$ cat config.mk
export PLATFORM = sky130hd
export DESIGN_NAME = mem_req_adapter
export DESIGN_NICKNAME = d
export VERILOG_FILES = /design/src/rtl/cache_def.sv /design/src/rtl/mem_req_pkg.sv /design/src/rtl/mem_req_adapter_byte_lane.sv /design/src/rtl/mem_req_adapter.sv
export SDC_FILE = /design/constraint.sdc
export NUM_CORES = 1
export LEC_CHECK = 0
export CORE_MARGIN = 3
export CORE_UTILIZATION = 42
export DETAILED_ROUTE_END_ITERATION = 12
export GPL_TIMING_DRIVEN = 0
export PLACE_DENSITY_LB_ADDON = 0.1
export SYNTH_ARGS = -nofsm -noshare
export SYNTH_HDL_FRONTEND = slang
export SYNTH_SLANG_ARGS = --single-unit
$ cat constraint.sdc
create_clock -name sys_clk -period 2 [get_ports sys_clk]
set_input_delay 0.4 -clock sys_clk [delete_from_list [all_inputs] [get_ports sys_clk]]
set_output_delay 0.4 -clock sys_clk [all_outputs]
set_load 0.01 [all_outputs]
$ cat src/rtl/cache_def.sv
// Shared cache-port definitions used by the CPU-side adapters and the cache itself.
package cache_def;

  typedef struct packed {
    logic [31:0] addr;
    logic [31:0] data;
    logic        rw;
    logic        valid;
  } cpu_req_type;

  typedef struct packed {
    logic [31:0] data;
    logic        ready;
  } cpu_result_type;

endpackage

$ cat src/rtl/mem_req_pkg.sv
// Types for the MEM-stage cache adapter: op codes, error codes, FSM states, lane modes.
package mem_req_pkg;

  typedef enum logic [2:0] {
    OP_LW  = 3'd0,
    OP_SW  = 3'd1,
    OP_LB  = 3'd2,
    OP_LBU = 3'd3,
    OP_SB  = 3'd4
  } mem_op_e;

  typedef enum logic [1:0] {
    ERR_NONE     = 2'd0,
    ERR_MISALIGN = 2'd1,
    ERR_ILLEGAL  = 2'd2,
    ERR_TIMEOUT  = 2'd3
  } err_e;

  typedef enum logic [2:0] {
    S_IDLE   = 3'd0,
    S_REQ    = 3'd1,
    S_RMW_RD = 3'd2,
    S_RMW_WR = 3'd3,
    S_DONE   = 3'd4
  } state_e;

  typedef enum logic [1:0] {
    LANE_EXT_S = 2'd0,
    LANE_EXT_U = 2'd1,
    LANE_MERGE = 2'd2
  } lane_mode_e;

endpackage

$ cat src/rtl/mem_req_adapter_byte_lane.sv
// Little-endian byte lane helper: extracts a lane (sign/zero extended) or merges a byte into it.
module byte_lane
  import mem_req_pkg::*;
(
  input  logic [31:0] word,
  input  logic [1:0]  lane,
  input  logic [7:0]  byte_val,
  input  lane_mode_e  mode,
  output logic [31:0] result
);

  logic [7:0] sel;

  assign sel = word[{lane, 3'b000} +: 8];

  always_comb begin
    result = word;
    case (mode)
      LANE_EXT_S: result = {{24{sel[7]}}, sel};
      LANE_EXT_U: result = {24'h0, sel};
      LANE_MERGE: result[{lane, 3'b000} +: 8] = byte_val;
      default:    result = '0;
    endcase
  end

endmodule

$ cat src/rtl/mem_req_adapter.sv
// MEM-stage front end for the cache: holds one load/store until the cache replies,
// stalls the pipeline meanwhile, and does byte stores as read-modify-write.
module mem_req_adapter
  import cache_def::*;
  import mem_req_pkg::*;
#(
  parameter int WAIT_LIMIT = 4096
) (
  input  logic           sys_clk,
  input  logic           rstn,
  input  logic           mem_valid,
  input  logic [2:0]     mem_op,
  input  logic [31:0]    mem_addr,
  input  logic [31:0]    mem_wdata,
  output logic           stall,
  output logic           done,
  output logic [31:0]    rdata,
  output logic [1:0]     err,
  output cpu_req_type    cpu_req,
  input  cpu_result_type cpu_res
);

  localparam int CW = ($clog2(WAIT_LIMIT) > 0) ? $clog2(WAIT_LIMIT) : 1;
  localparam logic [CW-1:0] LIMIT_M1 = CW'(WAIT_LIMIT - 1);

  state_e        state, state_next;
  logic [CW-1:0] wait_cnt;
  mem_op_e       op_q;
  logic [1:0]    lane_q;
  logic [7:0]    wbyte_q;

  cpu_req_type   req_next;
  logic [31:0]   rdata_next;
  err_e          err_next;
  logic          done_next;

  logic          ready_ok, waiting, timeout, illegal_op, misaligned;
  lane_mode_e    lane_mode;
  logic [31:0]   lane_out;

  // A reply only counts while a request is actually on the port.
  assign ready_ok   = cpu_res.ready & cpu_req.valid;
  assign waiting    = (state == S_REQ) || (state == S_RMW_RD) || (state == S_RMW_WR);
  assign timeout    = waiting && (wait_cnt == LIMIT_M1) && !ready_ok;
  assign illegal_op = (mem_op > 3'd4);
  assign misaligned = ((mem_op == OP_LW) || (mem_op == OP_SW)) && (mem_addr[1:0] != 2'b00);

  assign lane_mode = (state == S_RMW_RD) ? LANE_MERGE :
                     (op_q == OP_LBU)    ? LANE_EXT_U : LANE_EXT_S;

  byte_lane u_byte_lane (
    .word     (cpu_res.data),
    .lane     (lane_q),
    .byte_val (wbyte_q),
    .mode     (lane_mode),
    .result   (lane_out)
  );

  always_ff @(posedge sys_clk or negedge rstn) begin
    if (!rstn) state <= S_IDLE;
    else       state <= state_next;
  end

  always_comb begin
    state_next = state;
    case (state)
      S_IDLE: begin
        if (mem_valid) begin
          if (illegal_op || misaligned) state_next = S_DONE;
          else if (mem_op == OP_SB)     state_next = S_RMW_RD;
          else                          state_next = S_REQ;
        end
      end
      S_REQ:    if (ready_ok || timeout) state_next = S_DONE;
      S_RMW_RD: begin
        if (ready_ok)     state_next = S_RMW_WR;
        else if (timeout) state_next = S_DONE;
      end
      S_RMW_WR: if (ready_ok || timeout) state_next = S_DONE;
      S_DONE:   state_next = S_IDLE;
      default:  state_next = S_IDLE;
    endcase
  end

  // Next values of the registered cache request and result outputs.
  always_comb begin
    stall      = mem_valid && (state != S_DONE);
    req_next   = cpu_req;
    rdata_next = '0;
    err_next   = ERR_NONE;
    done_next  = (state_next == S_DONE);
    case (state)
      S_IDLE: begin
        if (mem_valid) begin
          if (illegal_op) begin
            err_next = ERR_ILLEGAL;
          end else if (misaligned) begin
            err_next = ERR_MISALIGN;
          end else begin
            req_next.valid = 1'b1;
            req_next.addr  = {mem_addr[31:2], 2'b00};
            req_next.rw    = (mem_op == OP_SW);
            req_next.data  = mem_wdata;
          end
        end
      end
      S_REQ: begin
        if (ready_ok) begin
          req_next.valid = 1'b0;
          case (op_q)
            OP_LW:          rdata_next = cpu_res.data;
            OP_LB, OP_LBU:  rdata_next = lane_out;
            default:        rdata_next = '0;
          endcase
        end else if (timeout) begin
          req_next.valid = 1'b0;
          err_next       = ERR_TIMEOUT;
        end
      end
      S_RMW_RD: begin
        if (ready_ok) begin
          req_next.valid = 1'b0;
          req_next.rw    = 1'b1;
          req_next.data  = lane_out;
        end else if (timeout) begin
          req_next.valid = 1'b0;
          err_next       = ERR_TIMEOUT;
        end
      end
      S_RMW_WR: begin
        // First cycle here has valid low; it rises on the next edge.
        if (ready_ok) begin
          req_next.valid = 1'b0;
        end else if (timeout) begin
          req_next.valid = 1'b0;
          err_next       = ERR_TIMEOUT;
        end else begin
          req_next.valid = 1'b1;
        end
      end
      default: req_next.valid = 1'b0;
    endcase
  end

  always_ff @(posedge sys_clk or negedge rstn) begin
    if (!rstn) begin
      cpu_req <= '0;
      rdata   <= '0;
      err     <= ERR_NONE;
      done    <= 1'b0;
      op_q    <= OP_LW;
      lane_q  <= 2'b00;
      wbyte_q <= 8'h00;
    end else begin
      cpu_req <= req_next;
      rdata   <= rdata_next;
      err     <= err_next;
      done    <= done_next;
      if ((state == S_IDLE) && ((state_next == S_REQ) || (state_next == S_RMW_RD))) begin
        op_q    <= mem_op_e'(mem_op);
        lane_q  <= mem_addr[1:0];
        wbyte_q <= mem_wdata[7:0];
      end
    end
  end

  always_ff @(posedge sys_clk or negedge rstn) begin
    if (!rstn)                    wait_cnt <= '0;
    else if (state_next != state) wait_cnt <= '0;
    else if (waiting)             wait_cnt <= wait_cnt + CW'(1);
    else                          wait_cnt <= '0;
  end

endmodule

Word-level counts from Yosys, hierarchy flattened
Cells that the tools add are included.
- register bits after elaboration: 127
- word-level logic and storage cells: 98
- output and inout port bits: 102
- input bits: 103
- mux-type cells: 32
- add/sub/neg operators: 2
- magnitude comparators: 1
- bitwise logic cells: 3
- equality and inequality tests: 20
- reduce and logical (&&, ||, !) cells: 25
- shifts and indexed selects: 3
- operators by type and width (kind ; number):
    2-to-1 mux 34 bit ; 3
    case mux 32 bit (3 select lines) ; 1
    case mux 33 bit (2 select lines) ; 1
    2-to-1 mux 32 bit ; 2
    case mux 32 bit (2 select lines) ; 1
    2-to-1 mux 33 bit ; 1
    bitwise mux 32 bit ; 1
    variable shift 8 x 7 -> 32 bit (first input constant) ; 1
    variable part select 32 x 6 -> 8 bit ; 1
    variable part select 8 x 7 -> 32 bit ; 1
    2-to-1 mux 12 bit ; 2
    == test 3 x 2 -> 1 bit (second input constant) ; 5
    2-to-1 mux 3 bit ; 5
    adder 12 x 1 -> 12 bit (second input constant) ; 1
    == test 12 bit (second input constant) ; 1
    2-to-1 mux 2 bit ; 6
    == test 3 x 1 -> 1 bit (second input constant) ; 3
    logical NOT 3 bit ; 3
    case mux 3 bit (3 select lines) ; 1
    inequality test 2 bit (second input constant) ; 4
    AND reduction 4 bit ; 2
    negator 5 -> 7 bit ; 1
    == test 3 bit (second input constant) ; 2
    logical OR 1 bit ; 6
    18 further kinds ; 31

Depth between registers and ports, before layout
Gate-level depths: netlist of run 1.
- depth in word-level cells: 11
- depth in mapped cells: 9
- gate-level depth less buffers: 6

By module
Synthesis of run 1 repeated with hierarchy kept, for this count alone.
- cells, all modules: 558
- area total of the unflattened synthesis: 6605.1 um2
- by module, submodules not included (module ; seq. area each (um2) ; instances ; cells an instance ; area an instance (um2)):
    mem_req_adapter ; 3178.0 ; 1 ; 416 ; 5595.4
    byte_lane ; 0.0 ; 1 ; 142 ; 1009.7

Worst setup path after synthesis of run 1
OpenSTA, ideal clock, no wires.
- path type: register to register
- from: register lane_q[0]
- to: register cpu_req[10] in the netlist's numbering
- path buffers: 3
- required time: 1.875 ns
- data arrival time: 1.996 ns
- clock period less this slack: 2.121 ns
- library setup time: 0.125 ns
- stages on the path, launching flop included: 10
- setup slack: -0.121 ns
- cell sequence: dfrtp_1 -> buf_2 -> inv_1 -> ha_1 -> clkbuf_1 -> and4b_1 -> buf_1 -> a21oi_1 -> a21oi_1 -> mux2_4
- cells in the longest elaborated chain, start to end: 6
- elaborated cells between the ends (all ways): 8
- classes of those cells: add/sub (1); shift (3); mux (4)
- RTL lines (element ; line ; RTL):
    start: declaration ; mem_req_adapter.sv:29 ; logic [1:0] lane_q;
    start signal: assignment ; mem_req_adapter.sv:161 ; lane_q <= mem_addr[1:0];
    negator 5 -> 7 bit ; mem_req_adapter_byte_lane.sv:21 ; LANE_MERGE: result[{lane, 3'b000} +: 8] = byte_val;
    variable part select 8 x 7 -> 32 bit or variable shift 8 x 7 -> 32 bit (tied branches) ; mem_req_adapter_byte_lane.sv:21 ;
    bitwise mux 32 bit ; mem_req_adapter_byte_lane.sv:21 ;
    case mux 32 bit (3 select lines) (*) ; mem_req_adapter_byte_lane.sv:18 ; case (mode)
    2-to-1 mux 33 bit (*) ; mem_req_adapter.sv:121 ; if (ready_ok) begin
    case mux 33 bit (2 select lines) (*) ; mem_req_adapter.sv:92 ; case (state)
    end signal: assignment ; mem_req_adapter.sv:155 ; cpu_req <= req_next;
    end: declaration ; mem_req_adapter.sv:19 ; output cpu_req_type cpu_req,
Every way passes the cells marked *; elsewhere a longest branch is shown, timed or not. The select of a mux whose other input is x is not followed.
A chain may end at the register's enable or synchronous reset.

Final worst setup path of run 1
- from: register lane_q[0]
- to: register cpu_req[25] in the netlist's numbering
The elaborated chain is that of the path after synthesis.

==> parameters.txt, run 1 <==
Parameter                              Value

Timing
  Setup repair after global routing missed its margin    true
  Worst max-slew margin expressed relative to the limit    0.649
  Timing-limited maximum frequency    511 MHz
  Final-report hold violation count    0
  Pin slew with the least headroom to its limit    0.522 ns
  Final max-slew violation count    0
  Time the final worst path needs with I/O delays and setup    1.96 ns
  Final worst clock skew    0.00708 ns
  Ratio of final minimum period to clock period    0.978
  Final setup violation count    0

Pwr
  Power Density    1410 nW/um2
  Sw frac    0.330
  Sw Pwr    4.35 mW
  Part of the power in registers    0.315
  Part of the power in the clock network    0.232
  Lkg Pwr    4.19 nW
  Proportion of power drawn by combinational gates    0.453
  Worst voltage drop across the vdd grid    0.000815 V
  Cell internal power dissipation    8.84 mW

Cells and area
  Area occupied by multi-input gates    2970 um2
  Non-filler cells in the finished layout    946
  Storage cell area    3180 um2
  Diode count    0
  Filler cell count in the final layout    1089
  Final #Nets    864
  Leading cell type in the layout, fill and taps excluded    clkdlybuf4s50_1
  Commonest non-fill, non-tap cells in the layout    clkdlybuf4s50_1 (198), dfrtp_1 (126), nor2_1 (57)
  Fraction of layout instances using a drive strength above 1    0.255
  Layout Utilization    0.663
  Growth of design area from synthesis to finish    51.8%

Routing
  Amount of wire on met3 after detailed routing    1360 um
  Met1 layer wirelength in the final routing    7270 um
  Total wire length after detailed routing    18100 um
  Number of vias after detailed routing    4948
  Total met2 wirelength after detailed routing    9090 um
  First-iteration detailed-routing DRC count    296
  Post-detailed-route DRC marker count    0
  Uppermost routed layer    met4
  Post-detailed-route via-to-cell ratio    5.23
  First-pass iteration count of the detailed router    5
  Antenna-violating nets left    0
  WL/cell    19.1 um

Clock network
  Clock tree from TritonCTS    yes
  Max H-tree Level    4
  Number of clock sinks    127
  Maximum count of clock buffers along a single path    2
  Num CTS Buffers    17
  Root buffer cell    clkbuf_16
  Clock latency at the later pin of the worst-skew pair    0.41 ns
  Clock Pin Slew Worst Setup and Hold Paths    0.05 ns

Floorplan
  Overall die area    16100 um2
  Vertical extent of the die    127 um
  Initial core utilization    0.437
  I/O pin count    205
  Floorplan row count    43
  Area of the core region    14100 um2
  Horizontal die dimension    127 um

Placed design
  Number of port buffers    201
  Final weighted congestion of routability-driven global placement    0.842
  Half-perimeter wire length of the detailed placement result    13500 um
  Cell count after placement    909

Worst setup path
  Worst setup path endpoint    cpu_req[25]$_DFFE_PN0P_
  End of the worst register-to-register path    cpu_req[25]$_DFFE_PN0P_
  Startpoint class of the critical path    flop
  Endpoint arrival time on the critical path    2.31 ns
  Critical path class    flop to flop
  Number of cell instances on the worst register-to-register path    8
  Worst Setup SP    lane_q[0]$_DFFE_PN0P_
  Crit Path Max Fanout    10
  Sort of element at the end of the critical path    flop
  Worst endpoint required time    2.35 ns
  Launching point of the worst reg2reg path    lane_q[0]$_DFFE_PN0P_
  Register-to-register path setup slack    0.04 ns

Synth
  Leading cell types by total area after synthesis    dfrtp_1 (52%), mux2_2 (8.2%), mux2_4 (7.1%)
  Syn. warnings    0
  Synthesized area    6150 um2
  Synth top area share    0.516
  Total of flip-flops plus latches after synthesis    127
  Library cell with the largest summed area after synthesis    dfrtp_1
  Distinct cell type count of the synthesized netlist    48
  Avg Cell Area, Syn    11.7 um2
  Share of flip-flops with an asynchronous set or reset after synthesis    1.00
  Number of enable flip-flop cells after synthesis    0
  Cells after synthesis    526
  Fraction of the yosys area taken by sequential cells    0.516
  Most used DFF post-synth    dfrtp_1

Worst hold path
  Hold WC Path Type    input pin to flop

Flow run
  Total of max-cap violations    0

Global route
  Gr ovfl total    0
  Largest net degree at the start of global routing    94
  Vias in the first global route    5339
  Global-route wire length before repair    28700 um
  Number of antenna violations at the first check in global routing    0
  GRT Total Usage    0.230

Run status
  Status    completed
## layout make-up
| cell class | count | area share |
|---|---|---|
| Tap cell | 180 | 0.0241 |
| Multi-Input combinational cell | 357 | 0.318 |
| Clock inverter | 8 | 0.0123 |
| Timing Repair Buffer | 211 | 0.226 |
| Inverter | 9 | 0.00362 |
| Sequential cell | 127 | 0.340 |
| Clock buffer | 21 | 0.0493 |
| Buffer | 33 | 0.0263 |
## cells in the mapped netlist, drive strengths merged (2+ instances only)
cell and instances:
o31ai 3, nand4 3, mux2 74, nor3b 2, a21o 24, nor2 58, mux4 8, xnor2 6
ha 5, inv 9, buf 30, nor2b 32, a21oi 69, nor3 3, nand2 21, o21ai 10
nor4bb 2, a21boi 2, dfrtp 127, nand3 8, clkbuf 4, nor4b 3, nor4 4, xor2 4
## cell families after synthesis
family | share of synthesized area
fa+ha+maj | 0.0102
buf+inv | 0.0370
flops | 0.516
simple gates | 0.125
mux | 0.184
compound gates | 0.113
other cells | 0.000609
xor+xnor | 0.0142
## stage by stage
| step | total power [mW] | worst slack, ns | TNS (ns) | area [um2] | hold slack [ns] |
|---|---|---|---|---|---|
| 6_report | 13.2 | 0.0432 | 0 | 9340 | 0.336 |
| 3_5_place_dp | 9.56 | -0.624 | -48.54 | 8430 | 0.315 |
| 4_1_cts | 13.0 | 0.00605 | 0 | 9180 | 0.318 |
| 5_1_grt | 13.9 | -0.0743 | -0.232 | 9340 | 0.353 |
| 3_3_place_gp | 9.40 | -4.39 | -600.77 | 8400 | 0.474 |
| 2_1_floorplan | 7.06 | 0.00575 | 0 | 6160 | 0.104 |
## layer usage
metal / up-vias / global-route usage
met4: 0 / 0.0700
met2: 196 / 0.382
met3: 31 / 0.0711
met5: - / 0
met1: 2423 / 0.291
li1: 2298 / -
## state kept, by name, summed over array words and instances, names as in the netlist
name and cells:
wbyte_q 8, err 2, cpu_req 64, done 1, op_q 3, state 3, lane_q 2, wait_cnt 12
rdata 32
## how the worst min path moves through the flow
stage	start	end	slack (ns)	cells past startpoint
finish	mem_op[2]	op_q[2]$_DFFE_PN0P_	0.34	3
global route	mem_op[2]	err[1]$_DFF_PN0_	0.35	3
CTS	mem_op[2]	op_q[2]$_DFFE_PN0P_	0.32	3
detailed placement	rstn	rdata[13]$_DFF_PN0_	0.31	1
global placement	wait_cnt[0]$_DFF_PN0_	wait_cnt[0]$_DFF_PN0_	0.47	1
floorplan	rstn	cpu_req[0]$_DFFE_PN0P_	0.10	0
## worst max-delay path, cell delays in order, from the launching register on
cell	delay, ns
dfrtp_2	0.42
buf_12	0.16
inv_2	0.10
ha_4	0.20
nor4bb_1	0.31
buf_4	0.25
a21oi_1	0.10
a21oi_1	0.18
mux2_4	0.17
## repair_timing
action | 4_1_cts | 5_1_grt
pin swaps | 4 | 5
buffers inserted | 7 | 1
endpoints found under the hold margin | 34 | 0
hold buffers | 1 | 0
resized for setup | 36 | 37
endpoints found under the setup margin | 63 | 67
## power groups by stage
stage	logic, mW	clock network (mW)	registers, mW
after CTS	5.74	3.12	4.11
after global placement	5.34	0	4.06
after detailed placement	5.45	0	4.11
after global routing	6.41	3.25	4.26
after floorplan	2.73	0	4.32
final	5.98	3.06	4.15
(Power assumes the default switching activity.)
==> run 2: changes to the inputs <==
--- a/config.mk
+++ b/config.mk
@@ -9,7 +9,7 @@
 export CORE_UTILIZATION = 42
 export DETAILED_ROUTE_END_ITERATION = 12
 export GPL_TIMING_DRIVEN = 0
-export PLACE_DENSITY_LB_ADDON = 0.1
+export PLACE_DENSITY = 0.77
 export SYNTH_ARGS = -nofsm -noshare
 export SYNTH_HDL_FRONTEND = slang
 export SYNTH_SLANG_ARGS = --single-unit
==> run 2 against run 1 <==
First-iteration DRC count is 14% higher. Sequential share of layout area is 0.23 points higher. Via count is 0.85% higher. Critical endpoint is now cpu_req[11]$_DFFE_PN0P_.
==> parameters.txt, run 2 (same netlist as run 1, synthesis figures left out) <==
Parameter                              Value

Run status
  Status    completed

Pwr
  Worst voltage drop across the vdd grid    0.000744 V (-8.7%)
  Power Density    1400 nW/um2 (-1.0%)
  Lkg Pwr    4.18 nW (-0.23%)

Timing
  Ratio of final minimum period to clock period    0.981 (+0.00228)
  Final-report hold violation count    0 (unchanged)
  Setup repair after global routing missed its margin    true
  Timing-limited maximum frequency    510 MHz (-0.23%)
  Time the final worst path needs with I/O delays and setup    1.96 ns (+0.00456 ns)
  Final worst clock skew    0.00474 ns (-0.00233 ns)
  Minimum setup slack in the final design    0.0387 ns (-0.00456 ns)
  Post-route setup TNS    0 ns (unchanged)
  Final setup violation count    0 (unchanged)
  Worst hold-check slack    0.324 ns (-0.0122 ns)
  Final max-slew violation count    0 (unchanged)

Cells and area
  Final #Nets    868 (+0.46%)
  Max reg flops    64 (unchanged)
  Diode count    0 (unchanged)
  Filler cell count in the final layout    1042 (-4.3%)
  Storage cell area    3180 um2 (unchanged)
  Largest regs    cpu_req: 64 flops, rdata: 32 flops, wait_cnt: 12 flops
  Leading cell type in the layout, fill and taps excluded    clkdlybuf4s50_1
  Commonest non-fill, non-tap cells in the layout    clkdlybuf4s50_1 (198), dfrtp_1 (126), a21oi_1 (58)
  Area occupied by multi-input gates    2880 um2 (-3.1%)
  Growth of design area from synthesis to finish    50.8%
  Fraction of layout instances using a drive strength above 1    0.246 (-0.00877)
  Largest register by flop count    cpu_req

Floorplan
  Initial core utilization    0.437 (unchanged)
  I/O pin count    205 (unchanged)
  Area of the core region    14100 um2 (unchanged)
  Floorplan row count    43 (unchanged)
  Horizontal die dimension    127 um (unchanged)
  Vertical extent of the die    127 um (unchanged)
  Overall die area    16100 um2 (unchanged)

Worst setup path
  Sort of element at the end of the critical path    flop
  Register-to-register path setup slack    0.04 ns (about the same)
  Critical path class    flop to flop
  Crit Path Max Fanout    10 (unchanged)
  Worst endpoint required time    2.30 ns (-0.05 ns)
  End of the worst register-to-register path    cpu_req[11]$_DFFE_PN0P_
  Number of cell instances on the worst register-to-register path    8 (unchanged)
  Endpoint arrival time on the critical path    2.26 ns (-0.05 ns)
  Launching point of the worst reg2reg path    lane_q[1]$_DFFE_PN0P_
  Startpoint class of the critical path    flop

Clock network
  Clock tree from TritonCTS    yes
  Root buffer cell    clkbuf_16
  Max H-tree Level    4 (unchanged)
  Maximum count of clock buffers along a single path    2 (unchanged)
  Number of clock sinks    127 (unchanged)
  Num CTS Buffers    17 (unchanged)
  Clock latency at the later pin of the worst-skew pair    0.42 ns (about the same)
  Clock Pin Slew Worst Setup and Hold Paths    0.06 ns (about the same)

Placed design
  Setup WS pre-CTS    -0.634 ns (-0.00980 ns)
  Half-perimeter wire length of the detailed placement result    13600 um (+0.60%)
  Number of port buffers    201 (unchanged)
  Final weighted congestion of routability-driven global placement    0.901 (+7.0%)

Routing
  First-iteration detailed-routing DRC count    338 (+14%)
  Antenna-violating nets left    0 (unchanged)
  Number of vias after detailed routing    4990 (+0.85%)
  WL/cell    19.0 um (-0.86%)
  Post-detailed-route via-to-cell ratio    5.24 (+0.11%)
  Total wire length after detailed routing    18100 um (-0.13%)
  Post-detailed-route DRC marker count    0 (unchanged)
  First-pass iteration count of the detailed router    5 (unchanged)

Global route
  Global-route wire length before repair    28400 um (-1.0%)
  Number of antenna violations at the first check in global routing    0 (unchanged)
  Largest net degree at the start of global routing    86 (-8.5%)
  Vias in the first global route    5263 (-1.4%)
  GRT Total Usage    0.227 (-0.00345)
  Gr ovfl total    0 (unchanged)

Worst hold path
  Startpoint of the tightest hold check path    mem_op[2]
  Terminating pin of the worst hold path    err[1]$_DFF_PN0_
  Hold WC Path Type    input pin to flop
  WHS Path Cells    3 (unchanged)

Flow run
  Total of max-cap violations    0 (unchanged)
[run 2: changes by cell type in the layout (fill, tap and decap cells not counted), sizes merged]
| cell | before | now |
|---|---|---|
| inv | 9 | 8 |
| clkinvlp | 0 | 4 |
| bufinv | 3 | 2 |
| buf | 39 | 42 |
| clkinv | 5 | 7 |
[run 2: where the power goes]
group	leakage [nW]	switching, mW	internal [mW]	total [mW]
Clock	0.281	1.13	1.88	3.01
Sequential	1.60	0.642	3.46	4.10
Combinational	2.30	2.51	3.36	5.86
[run 2: repair_timing]
| item | 4_1_cts | 5_1_grt |
|---|---|---|
| pin swaps | 5 | 2 |
| endpoints found under the setup margin | 63 | 76 |
| endpoints found under the hold margin | 42 | 0 |
| setup buffers | 6 | 6 |
| hold buffers | 1 | 0 |
| gates resized for setup | 28 | 25 |
[run 2: final cells by class]
| type | count | share of cell area |
|---|---|---|
| buffer | 33 | 0.0266 |
| inverter | 9 | 0.00405 |
| sequential | 127 | 0.343 |
| clock inverter | 12 | 0.0127 |
| tap | 180 | 0.0243 |
| multi-input combinational | 357 | 0.310 |
| timing repair buffer | 215 | 0.230 |
| clock buffer | 20 | 0.0492 |
[run 2: worst max-delay path, stage by stage (launching register included)]
cell and delay, ns:
dfrtp_1 0.41, buf_6 0.16, inv_1 0.11, ha_4 0.16, buf_4 0.16, and4b_4 0.27, a21oi_2 0.19, a21oi_1 0.10
mux2_4 0.27
[run 2: worst max path at each step]
stage                     cells past startpoint             startpoint  slack [ns]                 endpoint
after floorplan                               9  lane_q[0]$_DFFE_PN0P_       0.006  cpu_req[10]$_DFFE_PN0P_
final                                         8  lane_q[1]$_DFFE_PN0P_        0.04  cpu_req[11]$_DFFE_PN0P_
after detailed placement                      5              mem_op[1]       -0.63  cpu_req[30]$_DFFE_PN0P_
after global placement                        1                   rstn       -4.25    wait_cnt[0]$_DFF_PN0_
after global routing                          8  lane_q[1]$_DFFE_PN0P_       -0.03  cpu_req[33]$_DFFE_PN0P_
after CTS                                     6     state[2]$_DFF_PN0_        0.03       rdata[1]$_DFF_PN0_
[run 2: routing by layer]
metal / track usage / vias to the layer above / wire length [um]
met5: 0 / - / 0
met4: 0.0858 / 0 / 378
met3: 0.0736 / 34 / 1440
met2: 0.372 / 227 / 8950
met1: 0.281 / 2424 / 7290
li1: - / 2305 / -
[run 2: metrics by stage]
stage	util	power, mW	std cells	cell area [um2]
floorplan	-	7.06	527	6160
global placement	0.596	9.37	908	8400
detailed placement	0.598	9.54	909	8430
CTS	0.649	12.8	947	9140
global route	0.658	13.7	953	9280
finish	0.658	13.0	953	9280
==> run 3: changes to the inputs <==
--- a/config.mk
+++ b/config.mk
@@ -5,6 +5,7 @@
 export SDC_FILE = /design/constraint.sdc
 export NUM_CORES = 1
 export LEC_CHECK = 0
+export ABC_AREA = 0
 export CORE_MARGIN = 3
 export CORE_UTILIZATION = 42
 export DETAILED_ROUTE_END_ITERATION = 12
==> results of run 3 <==
No change in the layout: final DEF, timing and power equal those of run 2.
